## config.mk

```make
export PLATFORM = sky130hd
export DESIGN_NAME = bird_physics
export DESIGN_NICKNAME = d
export VERILOG_FILES = /design/src/rtl/bird_physics_pkg.sv /design/src/rtl/bird_physics_flap_edge.sv /design/src/rtl/bird_physics.sv
export SDC_FILE = /design/constraint.sdc
export NUM_CORES = 1
export LEC_CHECK = 0
export CELL_PAD_IN_SITES_DETAIL_PLACEMENT = 0
export CELL_PAD_IN_SITES_GLOBAL_PLACEMENT = 2
export CORE_AREA = 2 2 87 89
export CTS_CLUSTER_DIAMETER = 150
export DETAILED_ROUTE_END_ITERATION = 8
export DIE_AREA = 0 0 89 91
export PLACE_DENSITY_LB_ADDON = 0.1
export RECOVER_POWER = 100
export SETUP_SLACK_MARGIN = 0.05
export SLEW_MARGIN = 30
export SYNTH_ARGS = -nofsm -noshare
export SYNTH_HDL_FRONTEND = slang
export SYNTH_SLANG_ARGS = --single-unit
```

## constraint.sdc

```tcl
create_clock -name clk -period 7 [get_ports clk]
set_input_delay 1.4 -clock clk [delete_from_list [all_inputs] [get_ports clk]]
set_output_delay 1.4 -clock clk [all_outputs]
set_load 0.05 [all_outputs]
```

## src/rtl/bird_physics_pkg.sv

```systemverilog
// bird_physics_pkg: shared screen/bird constants and the bird motion states.
package bird_physics_pkg;
    localparam int SCREEN_HEIGHT     = 480;
    localparam int BIRD_SIZE         = 40;
    localparam int BIRD_START_HEIGHT = 240;
    typedef enum logic [1:0] {IDLE, FLY, DEAD} bird_state_t;
endpackage

```

## src/rtl/bird_physics_flap_edge.sv

```systemverilog
// flap_edge: rising-edge detector for the synchronized flap button.
module flap_edge (
    input  logic clk,
    input  logic reset,
    input  logic flap,
    output logic rise
);
    logic flap_q;
    always_ff @(posedge clk)
        flap_q <= reset ? 1'b0 : flap;
    assign rise = flap & ~flap_q;
endmodule

```

## src/rtl/bird_physics.sv

```systemverilog
// bird_physics: per-frame vertical motion of the bird (flap, gravity, ceiling/floor clamps, death).
module bird_physics
    import bird_physics_pkg::*;
#(
    parameter int FLAP_VELOCITY = 8,
    parameter int GRAVITY       = 1,
    parameter int MAX_FALL      = 10,
    parameter int START_HEIGHT  = BIRD_START_HEIGHT
) (
    input  logic       clk,
    input  logic       reset,
    input  logic       frame_tick,
    input  logic       flap,
    input  logic       hit,
    input  logic       restart,
    output logic [8:0] bird_height,
    output logic [5:0] velocity,
    output logic       alive,
    output logic       grounded
);
    localparam logic signed [10:0] FLAP_S  = 11'(FLAP_VELOCITY);
    localparam logic signed [10:0] GRAV_S  = 11'(GRAVITY);
    localparam logic signed [10:0] FALL_S  = -11'(MAX_FALL);
    localparam logic signed [10:0] TOP_S   = 11'(SCREEN_HEIGHT);
    localparam logic signed [10:0] FLOOR_S = 11'(BIRD_SIZE);

    bird_state_t       state_q, state_d;
    logic [8:0]        height_q, height_d;
    logic signed [5:0] vel_q, vel_d;
    logic              pending_q, pending_d;
    logic              grounded_q, grounded_d;
    logic              rise, flap_eff, at_top, at_floor;
    logic signed [10:0] v_ext, v_fall, v_new, h_sum;
    logic [8:0]        h_clamp;
    logic signed [5:0] v_clamp;

    flap_edge u_flap_edge (.clk(clk), .reset(reset), .flap(flap), .rise(rise));

    // A hit in the same cycle discards any flap, so only gravity applies.
    assign flap_eff = (state_q == FLY) && (pending_q || rise) && !hit;

    always_comb begin
        v_ext    = vel_q;
        v_fall   = v_ext - GRAV_S;
        v_fall   = (v_fall < FALL_S) ? FALL_S : v_fall;
        v_new    = flap_eff ? FLAP_S : v_fall;
        h_sum    = $signed({2'b00, height_q}) + v_new;
        at_top   = h_sum >= TOP_S;
        at_floor = h_sum <= FLOOR_S;
        h_clamp  = at_top ? 9'(SCREEN_HEIGHT) : at_floor ? 9'(BIRD_SIZE) : h_sum[8:0];
        v_clamp  = (at_top || at_floor) ? 6'sd0 : v_new[5:0];
    end

    always_comb begin
        state_d    = state_q;
        height_d   = height_q;
        vel_d      = vel_q;
        pending_d  = pending_q;
        grounded_d = grounded_q;
        unique case (state_q)
            IDLE: begin
                height_d   = 9'(START_HEIGHT);
                vel_d      = '0;
                grounded_d = 1'b0;
                pending_d  = rise;
                state_d    = rise ? FLY : IDLE;
            end
            FLY: begin
                pending_d = frame_tick ? 1'b0 : (pending_q || rise);
                height_d  = frame_tick ? h_clamp : height_q;
                vel_d     = frame_tick ? v_clamp : vel_q;
                if (hit || (frame_tick && at_floor)) begin
                    state_d    = DEAD;
                    pending_d  = 1'b0;
                    grounded_d = frame_tick && at_floor;
                end
            end
            DEAD: begin
                pending_d = 1'b0;
                if (restart && grounded_q) begin
                    state_d    = IDLE;
                    height_d   = 9'(START_HEIGHT);
                    vel_d      = '0;
                    grounded_d = 1'b0;
                end else if (frame_tick) begin
                    height_d   = h_clamp;
                    vel_d      = v_clamp;
                    grounded_d = grounded_q || at_floor;
                end
            end
            default: state_d = IDLE;
        endcase
    end

    always_ff @(posedge clk) begin
        if (reset) begin
            state_q    <= IDLE;
            height_q   <= 9'(START_HEIGHT);
            vel_q      <= '0;
            pending_q  <= 1'b0;
            grounded_q <= 1'b0;
        end else begin
            state_q    <= state_d;
            height_q   <= height_d;
            vel_q      <= vel_d;
            pending_q  <= pending_d;
            grounded_q <= grounded_d;
        end
    end

    assign bird_height = height_q;
    assign velocity    = vel_q;
    assign alive       = (state_q == FLY);
    assign grounded    = grounded_q;
endmodule

```

Word-level counts from Yosys, hierarchy flattened
Index checks and enable logic that the tools add are counted.
{ "op_classes": {"addsub": 2, "order_cmp": 3, "n_eq_ne": 5, "muxes": 22, "n_bitwise": 2, "reduce_logical": 13} }
{ "op_table": {"columns": ["operator", "count"], "rows": [
  ["2-to-1 mux 9 bit", 4],
  ["case mux 9 bit (3 select lines)", 1],
  ["2-to-1 mux 11 bit", 2],
  ["2-to-1 mux 6 bit", 3],
  ["case mux 6 bit (3 select lines)", 1],
  ["adder 10 x 11 -> 11 bit", 1],
  [">= comparator 11 x 10 -> 1 bit (second input constant)", 1],
  ["<= comparator 11 x 7 -> 1 bit (second input constant)", 1],
  ["less-than comparator 7 x 5 -> 1 bit (second input constant)", 1],
  ["subtractor 6 x 2 -> 7 bit (second input constant)", 1],
  ["2-to-1 mux 1 bit", 6],
  ["case mux 1 bit (3 select lines)", 2],
  ["case mux 2 bit (3 select lines)", 1],
  ["logical AND 1 bit", 4],
  ["logical OR 1 bit", 4],
  ["2-to-1 mux 2 bit", 2],
  ["inequality test 3 bit (second input constant)", 1],
  ["AND reduction 3 bit", 1],
  ["nonzero test 3 bit", 1],
  ["equality test 2 x 1 -> 1 bit (second input constant)", 1],
  ["equality test 2 bit (second input constant)", 1],
  ["zero test 2 bit", 1],
  ["inequality test 2 x 1 -> 1 bit (second input constant)", 1],
  ["inequality test 2 bit (second input constant)", 1],
  ["other kinds (4)", 4]
]} }
{ "totals": {"register_bits": 20, "out_inout_bits": 17, "elab_cells": 53} }

Logic depth before layout (Yosys ltp)
Gate-level depths: netlist (run 1).
{ "logic_depth": {"word_depth": 13, "mapped_depth": 20} }

Modules after synthesis
Synthesis (run 1) repeated with hierarchy kept, for this count alone.
{ "unflattened": {"cells_unflattened": 237, "area_unflattened_um2": 1818.0} }
{ "by_module_without_submodules": {"columns": ["mod", "n_inst", "cells_per_inst", "area_each_um2", "seq_area_each_um2"], "rows": [
  ["bird_physics", 1, 234, 1770.4, 380.4],
  ["flap_edge", 1, 3, 47.5, 20.0]
]} }

Least setup slack after synthesis (run 1)
OpenSTA, ideal clock, no wires.
{ "synth_timing": {"path_kind": "register to register", "from": "register vel_q[0] (netlist: velocity[0])", "to": "register grounded_q (netlist: grounded)", "setup_time_ns": 0.122, "arrival_ns": 4.465, "setup_slack_ns": 2.413, "stages_incl_launch_ff": 21, "n_path_buf": 0, "path_cell_list": "dfxtp_1 > inv_1 > ha_1 > xnor2_1 > nor2_1 > a21o_1 > a32o_1 > a21oi_1 > ha_1 > nor3_1 > ha_1 > inv_1 > fa_1 > nor2b_2 > o2111ai_2 > nand4_1 > o211ai_1 > a2111o_2 > a21oi_2 > a21oi_2 > a311o_1"} }
{ "synth_between": {"elab_chain_cells": 10, "word_cells_on_any_way": 15, "classes_between": "add/sub: 2; order compare: 2; eq/ne: 1; mux: 6; reduce/logical: 4"} }
{ "synth_rtl": {"columns": ["item", "line", "text"], "rows": [
  ["start, declared", "bird_physics.sv:29", "logic signed [5:0] vel_q, vel_d;"],
  ["start signal, assigned", "bird_physics.sv:105", "vel_q <= vel_d;"],
  ["subtractor 6 x 2 -> 7 bit *", "bird_physics.sv:44", "v_fall = v_ext - GRAV_S;"],
  ["less-than comparator 7 x 5 -> 1 bit", "bird_physics.sv:45", "v_fall = (v_fall < FALL_S) ? FALL_S : v_fall;"],
  ["2-to-1 mux 11 bit *", "bird_physics.sv:45", null],
  ["2-to-1 mux 11 bit *", "bird_physics.sv:46", "v_new = flap_eff ? FLAP_S : v_fall;"],
  ["adder 10 x 11 -> 11 bit *", "bird_physics.sv:47", "h_sum = $signed({2'b00, height_q}) + v_new;"],
  ["<= comparator 11 x 7 -> 1 bit *", "bird_physics.sv:49", "at_floor = h_sum <= FLOOR_S;"],
  ["logical OR 1 bit or logical AND 1 bit (tied branches)", "bird_physics.sv:88, bird_physics.sv:72, bird_physics.sv:75", null],
  ["2-to-1 mux 1 bit or logical OR 1 bit (tied branches)", "bird_physics.sv:85, bird_physics.sv:72", null],
  ["2-to-1 mux 1 bit or inequality test 2 x 1 -> 1 bit (tied branches)", null, null],
  ["case mux 1 bit (3 select lines) or AND reduction 3 bit (tied branches)", null, null],
  ["end signal, assigned", "bird_physics.sv:107", "grounded_q <= grounded_d;"],
  ["end, declared", "bird_physics.sv:31", "logic grounded_q, grounded_d;"]
]} }
Every way passes the cells marked *; elsewhere a longest branch is shown, timed or not. The select of a mux whose other input is x is not followed.
A chain may end at the register's enable or synchronous reset.

Final worst setup path (run 1)
{ "layout_timing": {"from": "input port flap", "to": "register height_q[0] (netlist: bird_height[0])"} }
{ "layout_between": {"elab_chain_cells": 12, "word_cells_on_any_way": 13, "classes_between": "add/sub: 1; order compare: 2; mux: 6; bitwise: 1; reduce/logical: 3"} }
{ "layout_rtl": {"columns": ["item", "line", "text"], "rows": [
  ["start, declared", "bird_physics.sv:13", "input logic flap,"],
  ["AND 1 bit *", "bird_physics_flap_edge.sv:11", "assign rise = flap & ~flap_q;"],
  ["logical OR 1 bit *", "bird_physics.sv:40", "assign flap_eff = (state_q == FLY) && (pending_q || rise) && !hit;"],
  ["logical AND 1 bit * (2 in series)", "bird_physics.sv:40", null],
  ["2-to-1 mux 11 bit *", "bird_physics.sv:46", null],
  ["adder 10 x 11 -> 11 bit *", "bird_physics.sv:47", null],
  ["<= comparator 11 x 7 -> 1 bit", "bird_physics.sv:49", null],
  ["2-to-1 mux 9 bit", "bird_physics.sv:50", "h_clamp = at_top ? 9'(SCREEN_HEIGHT) : at_floor ? 9'(BIRD_SIZE) : h_sum[8:0];"],
  ["2-to-1 mux 9 bit *", "bird_physics.sv:50", null],
  ["2-to-1 mux 9 bit *", "bird_physics.sv:70, bird_physics.sv:85", null],
  ["2-to-1 mux 9 bit", "bird_physics.sv:80", "if (restart && grounded_q) begin"],
  ["case mux 9 bit (3 select lines) *", "bird_physics.sv:60", "unique case (state_q)"],
  ["end signal, assigned", "bird_physics.sv:98", "height_q <= 9'(START_HEIGHT);"],
  ["end signal, assigned", "bird_physics.sv:104", "height_q <= height_d;"],
  ["end, declared", "bird_physics.sv:28", "logic [8:0] height_q, height_d;"]
]} }
Every way passes the cells marked *; elsewhere a longest branch is shown, timed or not.

==> flow_summary.json, run 1 <==
{
  "ctsRootBufferMaster": "clkbuf_8",
  "die_area_sq_um": 8100,
  "power_leakage_nw": 0.823,
  "finalSetupViolCount": 0,
  "syn_area_sq_um": 1760,
  "place_congestion": 0.812,
  "die_h_microns": 91,
  "ir_worst_vdd_mv": 0.152,
  "critPathMaxFanout": 9,
  "hpwl_mm": 3.95,
  "post_drt_wl_per_cell_microns": 14.6,
  "fillers": 824,
  "fin_skew_ns": 0.00871,
  "final_cell_mix": "nor2_1, dfxtp_1, dlygate4sd3_1",
  "first_iter_violations": 51,
  "vias_per_cell": 4.86,
  "tns_ns": 0,
  "post-cts-setup-buffers": 0,
  "min_period_over_period": 0.786,
  "final-seq-area_sq_um": 400,
  "grt_overflow": 0,
  "cts_hold_buf": 0,
  "cp_cell_sequence": "dlygate4sd3_1 > nor2b_1 > o21a_1 > nor3_1 > ha_1 > inv_1 > fa_1 > nor2b_1 > o2111ai_1 > a31oi_1 > o21a_1 > o21ai_0 > nor2_1 > nor4b_2 > a22o_1",
  "first_pass_iters": 4,
  "worst_pin_slew_ns": 0.914,
  "ant_nets": 0,
  "clkTransAtPathRegs_ns": 0.08,
  "worstSetupEndpointType": "register",
  "path_depth": 15,
  "synth_seq_cells": 20,
  "layout_setup_ws_ns": 1.50,
  "fin_nets": 262,
  "multi_input_area_sq_um": 1250,
  "cts_sinks": 20,
  "grt_usage": 0.132,
  "fin_crit_ns": 5.50,
  "ys_seq_area_frac": 0.228,
  "die_w_microns": 89,
  "path_delay_family": "simple AND/OR/NAND/NOR gates",
  "cts_tree": "built",
  "outcome": "finished, final reports clean",
  "slew_viol_final": 0,
  "crit_slowest_cell": "nor4b_2",
  "n_antenna_cell": 0,
  "synth_nets": 240,
  "rsz0062_at_grt": "false",
  "worst_setup_path_start_kind": "input pin",
  "ys_async_sr_fraction": 0,
  "grt_max_degree": 17,
  "h-tree-depth": 1,
  "vias": 1638,
  "place_ws_ns": 1.68,
  "antenna_found_initial": 0,
  "final_common_cell": "nor2_1",
  "syn2layout_area_growth_pct": 19.8,
  "yosys_warnings": 0,
  "critPathKind": "in -> reg",
  "crit_path_max_incr_delay_ns": 0.77,
  "relSlewSlack": 0.389,
  "crit_buf_inv": 2,
  "placementRows": 31,
  "rr_worst_depth": 20,
  "grt_first_pass_wirelength_mm": 8.56,
  "initial_utilization": 0.246,
  "drv_cap": 0,
  "hold_viol_final": 0,
  "crit_arrival_ns": 5.70,
  "cts_made_buffers": 3,
  "cts-resized-gates": 0,
  "yosysUniqueCellTypes": 61,
  "worst_skew_pair.late_latency_ns": 0.26,
  "layout-drive-gt1-share": 0.0546,
  "postSynthAreaPerCell_sq_um": 8.11,
  "drt_wl_total_mm": 4.94,
  "crit_required_ns": 7.20,
  "hp-class": "reg -> reg",
  "synth-edff-count": 0,
  "port_buffers": 22,
  "drcViolationCount": 0,
  "ys.flop_type": "dfxtp_1",
  "max_freq_mhz": 182,
  "powerDensity_nw_per_um2": 454,
  "hold_depth": 2,
  "io_pins": 23,
  "netlist_instances": 217,
  "core_area_sq_um": 7140,
  "cts_max_path_buffers": 2,
  "grt_pass1_vias": 1711
}
==> cell type report <==
cell class              count  share of cell area
inverters                  15              0.0267
clock buffers               4              0.0261
well taps                  99              0.0588
repair buffers             22               0.105
flip-flops and latches     20               0.190
multi-input cells         177               0.594
==> kinds of logic (layout without fill, tap and decap cells) <==
logic type	after synthesis	in the layout	synth area share
AO/OA/AOI/OAI	69	69	0.294
XOR/XNOR	9	9	0.0533
buffers and inverters	20	41	0.0434
AND/OR/NAND/NOR	81	81	0.250
flip-flops	20	20	0.228
adder cells (fa/ha/maj)	17	17	0.125
multiplexers	1	1	0.00569
==> sequential cells by signal, summed over array words and instances (netlist names) <==
signal              flops
velocity                6
bird_height             9
u_flap_edge.flap_q      1
pending_q               1
state_q                 2
grounded                1
==> synthesized netlist by cell type (5+ instances only) <==
cell type | number | share of area
nor2_1 | 25 | 0.053
dfxtp_1 | 20 | 0.23
ha_1 | 16 | 0.11
inv_1 | 15 | 0.032
a21oi_1 | 14 | 0.040
nand2_1 | 10 | 0.021
nor3_1 | 10 | 0.028
a22o_1 | 9 | 0.045
o21ai_0 | 7 | 0.020
a31oi_1 | 5 | 0.018
nand3_1 | 5 | 0.014
xnor2_1 | 5 | 0.025
==> where the power goes <==
group,switching (mW),internal (mW),total (mW)
Combinational,0.450,0.257,0.707
Clock,0.0403,0.0501,0.0903
Sequential,0.0233,0.137,0.160
==> per-layer routing <==
| layer | global-route usage | vias up | part of all wire | routed length, microns |
|---|---|---|---|---|
| li1 | - | 843 | - | - |
| met1 | 0.185 | 770 | 0.50 | 2450 |
| met2 | 0.212 | 23 | 0.47 | 2330 |
| met3 | 0.0245 | 2 | 0.026 | 129 |
| met4 | 0.0224 | 0 | 0.0047 | 23 |
| met5 | 0 | - | 0 | 0 |
==> metrics by stage <==
stage / hold slack (ns) / instances / util / area (sq um) / power, mW
6_report: 0.494 / 337 / 0.295 / 2110 / 0.957
3_3_place_gp: 0.494 / 333 / 0.292 / 2080 / 0.916
3_5_place_dp: 0.497 / 333 / 0.292 / 2080 / 0.893
2_1_floorplan: 0.475 / 217 / - / 1760 / 0.719
5_1_grt: 0.519 / 337 / 0.295 / 2110 / 1.07
4_1_cts: 0.510 / 337 / 0.300 / 2140 / 0.992
==> worst min-delay path: cells and delay by family (launching register included) <==
kind	cells	cell delay [ns]
DFF	1	0.34
and+or+nand+nor	2	0.11
==> worst paths after layout <==
path / startpoint / endpoint / slack, ns
worst max-delay path: flap / bird_height[0]$_SDFFE_PP0N_ / 1.50
worst min-delay path: bird_height[3]$_SDFFE_PP0N_ / bird_height[3]$_SDFFE_PP0N_ / 0.49
worst max register to register: velocity[0]$_SDFFE_PP0N_ / bird_height[0]$_SDFFE_PP0N_ / 1.84
worst min register to register: bird_height[3]$_SDFFE_PP0N_ / bird_height[3]$_SDFFE_PP0N_ / 0.49
(Power assumes the default switching activity.)
==> inputs of run 2 (changes only) <==
clock period = 4.7 ns   (was 7 ns; I/O delays follow)
==> run 2 against run 1 <==
Effect of this change: critical path depth decreased by 3; global-route usage barely moved; sequential power up 52%; clock skew is 0.0031 ns lower; sequential share of layout area down 1.4 points; register-to-register slack worse by 1.6 ns; hold slack better by 0.012 ns; cell count rose by 3.0%; critical endpoint is now bird_height[4]$_SDFFE_PP1N_; largest power group unchanged.
==> flow_summary.json, run 2 (same netlist as run 1, synthesis figures left out) <==
{
  "outcome": "finished, final reports clean",
  "hp-class": "reg -> reg",
  "power_frac_clock": 0.110,
  "powerDensity_nw_per_um2": 726,
  "placed_cells": 341,
  "cp_cell_sequence": "dlygate4sd3_1 > nor2b_1 > o21a_2 > nor2_2 > ha_1 > a211oi_1 > a31oi_1 > nor3_1 > o21ai_0 > nor3_1 > or4b_1 > o211ai_1",
  "clkTransAtPathRegs_ns": 0.09,
  "vias_per_cell": 4.86,
  "critPathMaxFanout": 7,
  "grt_pass1_vias": 1698,
  "final_cell_mix": "nor2_1, dlygate4sd3_1, dfxtp_1",
  "power_frac_seq": 0.147,
  "place_congestion": 0.805,
  "grt_first_pass_wirelength_mm": 8.47,
  "layoutNonFillerInstCount": 347,
  "met3_length_microns": 129,
  "grt_usage": 0.132,
  "relSlewSlack": 0.494,
  "io_pins": 23,
  "power_mw": 1.67,
  "first_iter_violations": 34,
  "wl_met2_mm": 2.35,
  "final_common_cell": "nor2_1",
  "h-tree-depth": 1,
  "fin_skew_ns": 0.00560,
  "first_pass_iters": 4,
  "whs_ns": 0.507,
  "p_int_uw": 830,
  "ir_worst_vdd_mv": 0.257,
  "placementRows": 31,
  "fin_crit_ns": 4.44,
  "wl_met1_mm": 2.59,
  "crit_required_ns": 4.89,
  "crit_path_max_incr_delay_ns": 0.54,
  "worstSetupEndpointType": "register",
  "critPathKind": "in -> reg",
  "die_w_microns": 89,
  "cts_made_buffers": 3,
  "hold_viol_final": 0,
  "vias": 1688,
  "crit_buf_inv": 1,
  "tns_ns": 0,
  "fillers": 805,
  "grt_max_degree": 17,
  "ctsRootBufferMaster": "clkbuf_8",
  "finalSetupViolCount": 0,
  "core_area_sq_um": 7140,
  "highest_layer": "met4",
  "multi_input_area_sq_um": 1350,
  "worst_pin_slew_ns": 0.756,
  "crit_top_cell": "nor3_1",
  "layout-drive-gt1-share": 0.153,
  "antenna_found_initial": 0,
  "worst_skew_pair.late_latency_ns": 0.27,
  "fin_nets": 272,
  "grt_overflow": 0,
  "rsz0062_at_grt": "false",
  "port_buffers": 22,
  "min_period_over_period": 0.945,
  "power_leakage_nw": 0.901,
  "die_h_microns": 91,
  "path_delay_family": "simple AND/OR/NAND/NOR gates",
  "die_area_sq_um": 8100,
  "crit_arrival_ns": 4.63,
  "fin_area_sq_um": 2290,
  "ant_nets": 0,
  "n_antenna_cell": 0,
  "hpwl_mm": 4.02,
  "pwr-share-comb": 0.743,
  "post_drt_wl_per_cell_microns": 14.7,
  "drcViolationCount": 0,
  "worst_setup_path_start_kind": "input pin",
  "largest_reg_flops": 9,
  "syn2layout_area_growth_pct": 30.4,
  "p_switching_uw": 836,
  "drv_cap": 0,
  "cts_tree": "built",
  "slew_viol_final": 0,
  "initial_utilization": 0.246,
  "cts_sinks": 20,
  "final-seq-area_sq_um": 403,
  "switching_share": 0.502,
  "max_freq_mhz": 225,
  "drt_wl_total_mm": 5.11,
  "place_area_sq_um": 2140,
  "cts_max_path_buffers": 2,
  "crit_slowest_cell": "dlygate4sd3_1"
}
## run 2: area by class of cell
type	count	area share
flip-flops and latches	20	0.176
multi-input cells	177	0.588
clock inverters	1	0.0131
repair buffers	32	0.127
well taps	99	0.0540
clock buffers	3	0.0180
inverters	15	0.0245
## run 2: final timing paths
check / from / endpoint / slack [ns] / depth (start not counted)
hold / removal: velocity[1]$_SDFFE_PP0N_ / velocity[1]$_SDFFE_PP0N_ / 0.51 / 1
setup / recovery: flap / bird_height[4]$_SDFFE_PP1N_ / 0.26 / 12
setup reg to reg: velocity[1]$_SDFFE_PP0N_ / grounded$_SDFFE_PP0P_ / 0.28 / 20
hold reg to reg: velocity[1]$_SDFFE_PP0N_ / velocity[1]$_SDFFE_PP0N_ / 0.51 / 1
## run 2: worst register-to-register path: stages, from the launching register on
cell,delay (ns)
dfxtp_2,0.36
inv_1,0.05
ha_2,0.19
xnor2_2,0.14
nor2_1,0.08
a21o_1,0.15
a32o_1,0.19
a21oi_1,0.14
ha_1,0.29
nor3_2,0.23
ha_1,0.23
inv_1,0.07
fa_2,0.39
nor2b_4,0.14
o22a_1,0.17
xnor2_2,0.13
o31ai_1,0.10
a2111o_2,0.57
o21ai_4,0.23
a21oi_2,0.10
a311o_1,0.35
## run 2: metal layers
layer | up-vias | global-route usage
li1 | 867 | -
met1 | 793 | 0.191
met2 | 26 | 0.206
met3 | 2 | 0.0200
met4 | 0 | 0.0261
met5 | - | 0
## run 2: through the flow
step / setup slack (ns) / utilization
after floorplan: 0.113 / -
after global placement: -0.0151 / 0.300
after detailed placement: -0.00717 / 0.300
after CTS: 0.0807 / 0.311
after global routing: 0.0352 / 0.322
final: 0.259 / 0.322
## run 2: power by group through the flow
stage | clock network, mW | logic, mW | registers [mW]
2_1_floorplan | 0 | 0.759 | 0.312
3_3_place_gp | 0 | 1.21 | 0.247
3_5_place_dp | 0 | 1.18 | 0.246
4_1_cts | 0.186 | 1.19 | 0.243
5_1_grt | 0.192 | 1.38 | 0.250
6_report | 0.183 | 1.24 | 0.244
## run 2: timing repair
item                                    CTS  global route
endpoints found under the setup margin    9            17
pin swaps                                 0             7
hold buffers                              0             0
gates resized for setup                   0            17
buffers inserted                          1             1
